--- src/rtl/fetch_prefetch_unit.sv ---
// Fetch/prefetch unit: owns the PC, issues word fetches over req/gnt/rvalid and
// buffers returned instructions in a DEPTH-entry queue that feeds decode.
module fetch_prefetch_unit #(
    parameter int                ADDR_W   = 32,
    parameter int                DEPTH    = 4,
    parameter logic [ADDR_W-1:0] RESET_PC = '0
) (
    input  logic              clk,
    input  logic              rst_n,
    output logic              imem_req,
    output logic [ADDR_W-1:0] imem_addr,
    input  logic              imem_gnt,
    input  logic              imem_rvalid,
    input  logic [31:0]       imem_rdata,
    output logic              instr_valid,
    input  logic              instr_ready,
    output logic [31:0]       instr_data,
    output logic [ADDR_W-1:0] instr_pc,
    input  logic              redir_valid,
    input  logic [1:0]        redir_kind,
    input  logic [ADDR_W-1:0] redir_pc,
    input  logic [15:0]       redir_imm16,
    input  logic [25:0]       redir_target,
    input  logic [ADDR_W-1:0] redir_reg,
    input  logic              redir_zero
);

    localparam int PW = $clog2(DEPTH);
    localparam int CW = PW + 1;
    localparam int DW = 8;

    typedef enum logic {RUN, DRAIN} state_t;
    state_t state, state_next;

    logic [ADDR_W-1:0] pc;
    logic [31:0]       q_data [DEPTH];
    logic [ADDR_W-1:0] q_pc   [DEPTH];
    logic [ADDR_W-1:0] a_fifo [DEPTH];
    logic [PW-1:0]     q_rd, q_wr, a_rd, a_wr;
    logic [CW-1:0]     q_cnt, outstanding;
    logic [DW-1:0]     discard, discard_next, stale;

    logic [ADDR_W-1:0] p1, imm_ext, target_pc;
    logic              redir_taken;
    logic [CW:0]       in_use;
    logic              gnt_fire, rsp_keep, rsp_drop, push, pop;

    assign imm_ext = {{(ADDR_W-16){redir_imm16[15]}}, redir_imm16};

    always_comb begin
        p1          = redir_pc + ADDR_W'(1);
        redir_taken = 1'b0;
        target_pc   = redir_reg;
        if (redir_valid) begin
            case (redir_kind)
                2'b00: begin redir_taken = redir_zero;  target_pc = p1 + imm_ext; end
                2'b01: begin redir_taken = !redir_zero; target_pc = p1 + imm_ext; end
                2'b10: begin redir_taken = 1'b1; target_pc = {p1[ADDR_W-1:26], redir_target}; end
                default: begin redir_taken = 1'b1; target_pc = redir_reg; end
            endcase
        end
    end

    // Handshakes: a fetch transfers when imem_req && imem_gnt (imem_addr held
    // stable while req waits); decode takes the head when instr_valid && instr_ready.
    assign in_use      = {1'b0, q_cnt} + {1'b0, outstanding};
    assign imem_req    = rst_n && !redir_taken && (in_use < (CW+1)'(DEPTH));
    assign imem_addr   = pc;
    assign instr_valid = (q_cnt != '0);
    assign instr_data  = q_data[q_rd];
    assign instr_pc    = q_pc[q_rd];

    assign gnt_fire = imem_req && imem_gnt;
    assign rsp_drop = imem_rvalid && (state == DRAIN);
    assign rsp_keep = imem_rvalid && (state == RUN) && (outstanding != '0);
    assign push     = rsp_keep && !redir_taken;
    assign pop      = instr_valid && instr_ready && !redir_taken;

    // Every response still owed at a redirect is stale; one arriving this cycle is dropped now.
    always_comb begin
        stale        = discard + DW'(outstanding);
        discard_next = discard;
        if (redir_taken)
            discard_next = stale - DW'(imem_rvalid && (stale != '0));
        else if (rsp_drop)
            discard_next = discard - 1'b1;
        state_next = (discard_next != '0) ? DRAIN : RUN;
    end

    always_ff @(posedge clk) begin
        if (!rst_n) begin
            state   <= RUN;
            discard <= '0;
        end else begin
            state   <= state_next;
            discard <= discard_next;
        end
    end

    always_ff @(posedge clk) begin
        if (!rst_n) begin
            pc          <= RESET_PC;
            outstanding <= '0;
            q_cnt       <= '0;
            q_rd        <= '0;
            q_wr        <= '0;
            a_rd        <= '0;
            a_wr        <= '0;
            for (int i = 0; i < DEPTH; i++) begin
                q_data[i] <= '0;
                q_pc[i]   <= '0;
                a_fifo[i] <= '0;
            end
        end else if (redir_taken) begin
            pc          <= target_pc;
            outstanding <= '0;
            q_cnt       <= '0;
            q_rd        <= '0;
            q_wr        <= '0;
            a_rd        <= '0;
            a_wr        <= '0;
        end else begin
            if (gnt_fire) begin
                pc           <= pc + ADDR_W'(1);
                a_fifo[a_wr] <= pc;
                a_wr         <= a_wr + 1'b1;
            end
            if (rsp_keep)
                a_rd <= a_rd + 1'b1;
            if (push) begin
                q_data[q_wr] <= imem_rdata;
                q_pc[q_wr]   <= a_fifo[a_rd];
                q_wr         <= q_wr + 1'b1;
            end
            if (pop)
                q_rd <= q_rd + 1'b1;
            q_cnt       <= q_cnt + CW'(push) - CW'(pop);
            outstanding <= outstanding + CW'(gnt_fire) - CW'(rsp_keep);
        end
    end

endmodule

--- config.mk ---
export PLATFORM = sky130hd
export DESIGN_NAME = fetch_prefetch_unit
export DESIGN_NICKNAME = d
export VERILOG_FILES = /design/src/rtl/fetch_prefetch_unit.sv
export SDC_FILE = /design/constraint.sdc
export NUM_CORES = 1
export LEC_CHECK = 0
export ABC_AREA = 1
export ABC_CLOCK_PERIOD_IN_PS = 7700
export BUFFER_PORTS_ARGS = -buffer_cell sky130_fd_sc_hd__clkbuf_2
export CAP_MARGIN = 20
export CORE_UTILIZATION = 54
export DETAILED_ROUTE_END_ITERATION = 12
export PLACE_DENSITY = 0.77
export SETUP_SLACK_MARGIN = 0.2
export SLEW_MARGIN = 5
export SYNTH_ARGS = -nofsm -noshare
export SYNTH_HDL_FRONTEND = slang
export SYNTH_SLANG_ARGS = --single-unit
--- constraint.sdc ---
create_clock -name clk -period 7.7 [get_ports clk]
set_input_delay 1.54 -clock clk [delete_from_list [all_inputs] [get_ports clk]]
set_output_delay 1.54 -clock clk [all_outputs]
set_load 0.01 [all_outputs]
==> reports/summary.md <==
Static timing analysis puts the maximum clock frequency at 204 MHz. Height of the chip: 213 um. The area of placed instances was 25,600 sq um. The final hold violation count is 0, and the count of flip-flops with a built-in enable after synthesis is 384. In this run the remaining antenna-violating nets after routing total 0. The largest single stage delay on the critical path is 480 ps. In this run the core area contains 76 standard-cell rows. Maximum count of clock buffers along a single path: 3. In the final design database the tool counted 3,166 nets. The number of global-route vias before repair came out at 19,600. The final-layout fill cell count was 3,652. For this block, the routed nets add up to 67,800 um of wire.

The tools report the nature of the critical path startpoint as a primary input. At the end of routability-driven placement, the weighted congestion stood at 0.976. Setup repair after global routing left no endpoint under its margin. Setup violations remaining at the end of the flow were counted as 0. The total track usage is 29.9%, and the boundary pin count is 245.

TritonCTS built the clock tree. The run gives 2,973 as the net count of the mapped netlist. The initial core utilization is 55.2%, and the sequential cell area fraction in the yosys report is 53.0%. The final route contains 20,300 vias.

The die covers 45,300 sq um. After synthesis, the largest area contributor takes up 48.0% of total cell area. Traced cell by cell, the critical path runs through clkbuf_2, inv_4, nand3_2, nand2_4, nand2_4, nor4_1, clkbuf_2.

The fraction of registers with async set or reset after synthesis was 0%; the core utilization of the finished layout was 62.6%. The max-slew violation count is 0. Buffers placed on the I/O ports in this run total 244.

For the clock network latency to the later pin of the worst-skew pair, the log shows 580 ps. With fillers left out, the area of the finished cells amounts to 27,200 sq um. Power spread over the standard cell area amounts to 215 nW/um^2. At the worst endpoint, the required time is 6160 ps.

The path type of the worst min-delay path is reg2reg. After clock tree synthesis, the repair step resized 0 gates. The clock transition at the registers of the reported paths was 60 ps; the total DRC errors in the routed layout was 0. The area overhead of the layout relative to synthesis is 13.4%. Buffers added to address setup during post-CTS repair amount to 0. In the synthesized netlist, the number of instances is 2,771.

At the pin with the least slew margin, the transition time is 1060 ps. The tool flagged a number of max-cap violations equal to 0. The commonest cells after synthesis are sky130_fd_sc_hd__nor2_1 (568), sky130_fd_sc_hd__nand2_1 (530), sky130_fd_sc_hd__edfxtp_1 (384).

STA puts the critical path data arrival time at 3370 ps. The tools report the total number of yosys warnings as 0. In this run the tightest slew margin relative to its limit is 28.9%. The level count of the clock H-tree came out at 2. Buffers inserted during clock tree synthesis total 47. The first detailed-routing pass ran for 6 iterations. The post-synthesis cell type with the largest combined area was sky130_fd_sc_hd__edfxtp_1. The commonest register cell after synthesis is sky130_fd_sc_hd__edfxtp_1. The fraction of the cycle the final worst path needs is 63.8%, and the ratio of routed vias to standard cells is 5.67. The detailed placer's ending HPWL was 47,200 um; the netlist area before placement was 24,000 sq um. The initial antenna violation count is 0, and the share of cells above drive strength 1 is 15.1%. The synthesized design contains 443 register bits.

In the final timing run, aggregate negative setup slack is 0 ps. CTS saw 443 sinks. On the final layout, the worst clock skew is 23.0 ps. The region available for standard cell placement spans 43,500 sq um.

The leakage power summed over all cells is 11.5 nW, and the width of the die is 213 um. The run gives 2,030 as the iteration-0 DRC count of the detailed router. The master cell of the clock root buffer was sky130_fd_sc_hd__clkbuf_16. The synthesized netlist contains 58 unique library cells. Along the worst path, the maximum fanout reaches 26.

The maximum number of pins on one net before global-route repair is 85. A synthesized cell averages 8.66 sq um. The largest individual stage delay along the critical path comes from the cell sky130_fd_sc_hd__nor4_1.

The routed wirelength normalized by instance count was 18.9 um; the antenna cell count was 0. Across the VDD grid, the largest voltage drop is 0.154 mV. The run finished with clean final reports. The first global-routing pass estimated 104,000 um of wire. Path type of the worst setup path: in2out. In the post-synthesis netlist, the biggest area contributors are sky130_fd_sc_hd__edfxtp_1 (48%), sky130_fd_sc_hd__nor2_1 (8.9%), sky130_fd_sc_hd__nand2_1 (8.3%), sky130_fd_sc_hd__dfxtp_1 (4.9%), sky130_fd_sc_hd__inv_1 (4.0%). The routed design could run at a clock period as short as 4910 ps. The sum of overflow across all layers after global routing is 0. The most instantiated library cell after synthesis was sky130_fd_sc_hd__nor2_1. Critical path capture point type: an output port.

The number of hold-repair buffers added at the cts stage was 0.
## flip-flops by register name, indices dropped and copies added, names as in the netlist, 3 cells and up, named ones only
signal       cells
a_fifo         128
q_data         128
q_pc           128
imem_addr       32
discard          8
outstanding      3
q_cnt            3
## critical path, delay by kind of cell
family | cells | cell delay, ps
buffers and inverters | 3 | 730
and+or+nand+nor | 4 | 1090
## final timing paths
path                                   from                         end  slack [ps]  cells past startpoint
setup / recovery              redir_kind[1]                    imem_req        2790                      7
hold / removal         a_wr[0]$_SDFFE_PP0P_        a_wr[0]$_SDFFE_PP0P_         470                      2
setup reg to reg  outstanding[1]$_SDFF_PP0_  a_fifo[2][8]$_SDFFCE_PN0P_        3830                     10
hold reg to reg        a_wr[0]$_SDFFE_PP0P_        a_wr[0]$_SDFFE_PP0P_         470                      2
## layout by cell type (no fill, tap or decap), types with 13 or more instances in the layout
master,n
sky130_fd_sc_hd__clkbuf_16,48
sky130_fd_sc_hd__inv_2,36
sky130_fd_sc_hd__nand4_1,25
sky130_fd_sc_hd__clkinv_1,17
sky130_fd_sc_hd__edfxtp_1,384
sky130_fd_sc_hd__inv_1,257
sky130_fd_sc_hd__a21oi_1,107
sky130_fd_sc_hd__nor2_4,30
sky130_fd_sc_hd__ha_1,51
sky130_fd_sc_hd__nor2_1,568
sky130_fd_sc_hd__o21ai_0,186
sky130_fd_sc_hd__dfxtp_1,55
sky130_fd_sc_hd__buf_4,20
sky130_fd_sc_hd__a32o_1,32
sky130_fd_sc_hd__nor3_1,37
sky130_fd_sc_hd__clkbuf_1,13
sky130_fd_sc_hd__xor2_1,30
sky130_fd_sc_hd__o22ai_1,64
sky130_fd_sc_hd__a221oi_1,19
sky130_fd_sc_hd__clkbuf_2,244
sky130_fd_sc_hd__nand2_1,526
sky130_fd_sc_hd__nand3_1,105
## cells by family after synthesis
family,Yosys count,synth area share [%]
AO/OA/AOI/OAI,449,11.1
XOR/XNOR,42,1.53
adder cells (fa/ha/maj),55,2.99
buffers and inverters,424,6.95
flip-flops,443,53.0
AND/OR/NAND/NOR,1358,24.5
## stage by stage
| stage | cells | setup slack, ps | total power [mW] | hold WS (ps) |
|---|---|---|---|---|
| final | 3587 | 2790 | 5.86 | 471 |
| after global routing | 3587 | 2700 | 6.05 | 506 |
| after CTS | 3584 | 2670 | 5.86 | 471 |
| after detailed placement | 3497 | 2080 | 3.64 | 463 |
| after global placement | 3496 | 2190 | 3.62 | 456 |
| after floorplan | 2771 | 349 | 3.34 | 443 |
## layer usage
metal	GRT usage, %	vias to the layer above	part of all wire [%]
met3	5.41	121	9.0
met2	48.8	958	46
li1	-	9708	-
met1	40.0	9535	41
met4	10.6	0	3.2
met5	0	-	0
## where the power goes
part           switching [mW]  total (mW)  internal (mW)
clock network           0.929        2.24           1.32
registers              0.0800        2.80           2.72
logic                   0.556       0.810          0.254
total                    1.56        5.86           4.29
## area by class of cell
class	instances	area, sq um	share of cell area (%)
Clock inverter	26	267	0.979
Inverter	300	1130	4.16
Tap cell	585	732	2.69
Timing Repair Buffer	268	1470	5.39
Clock buffer	61	1250	4.59
Sequential cell	443	12700	46.7
Multi-Input combinational cell	1904	9650	35.4
(Power assumes the default switching activity.)
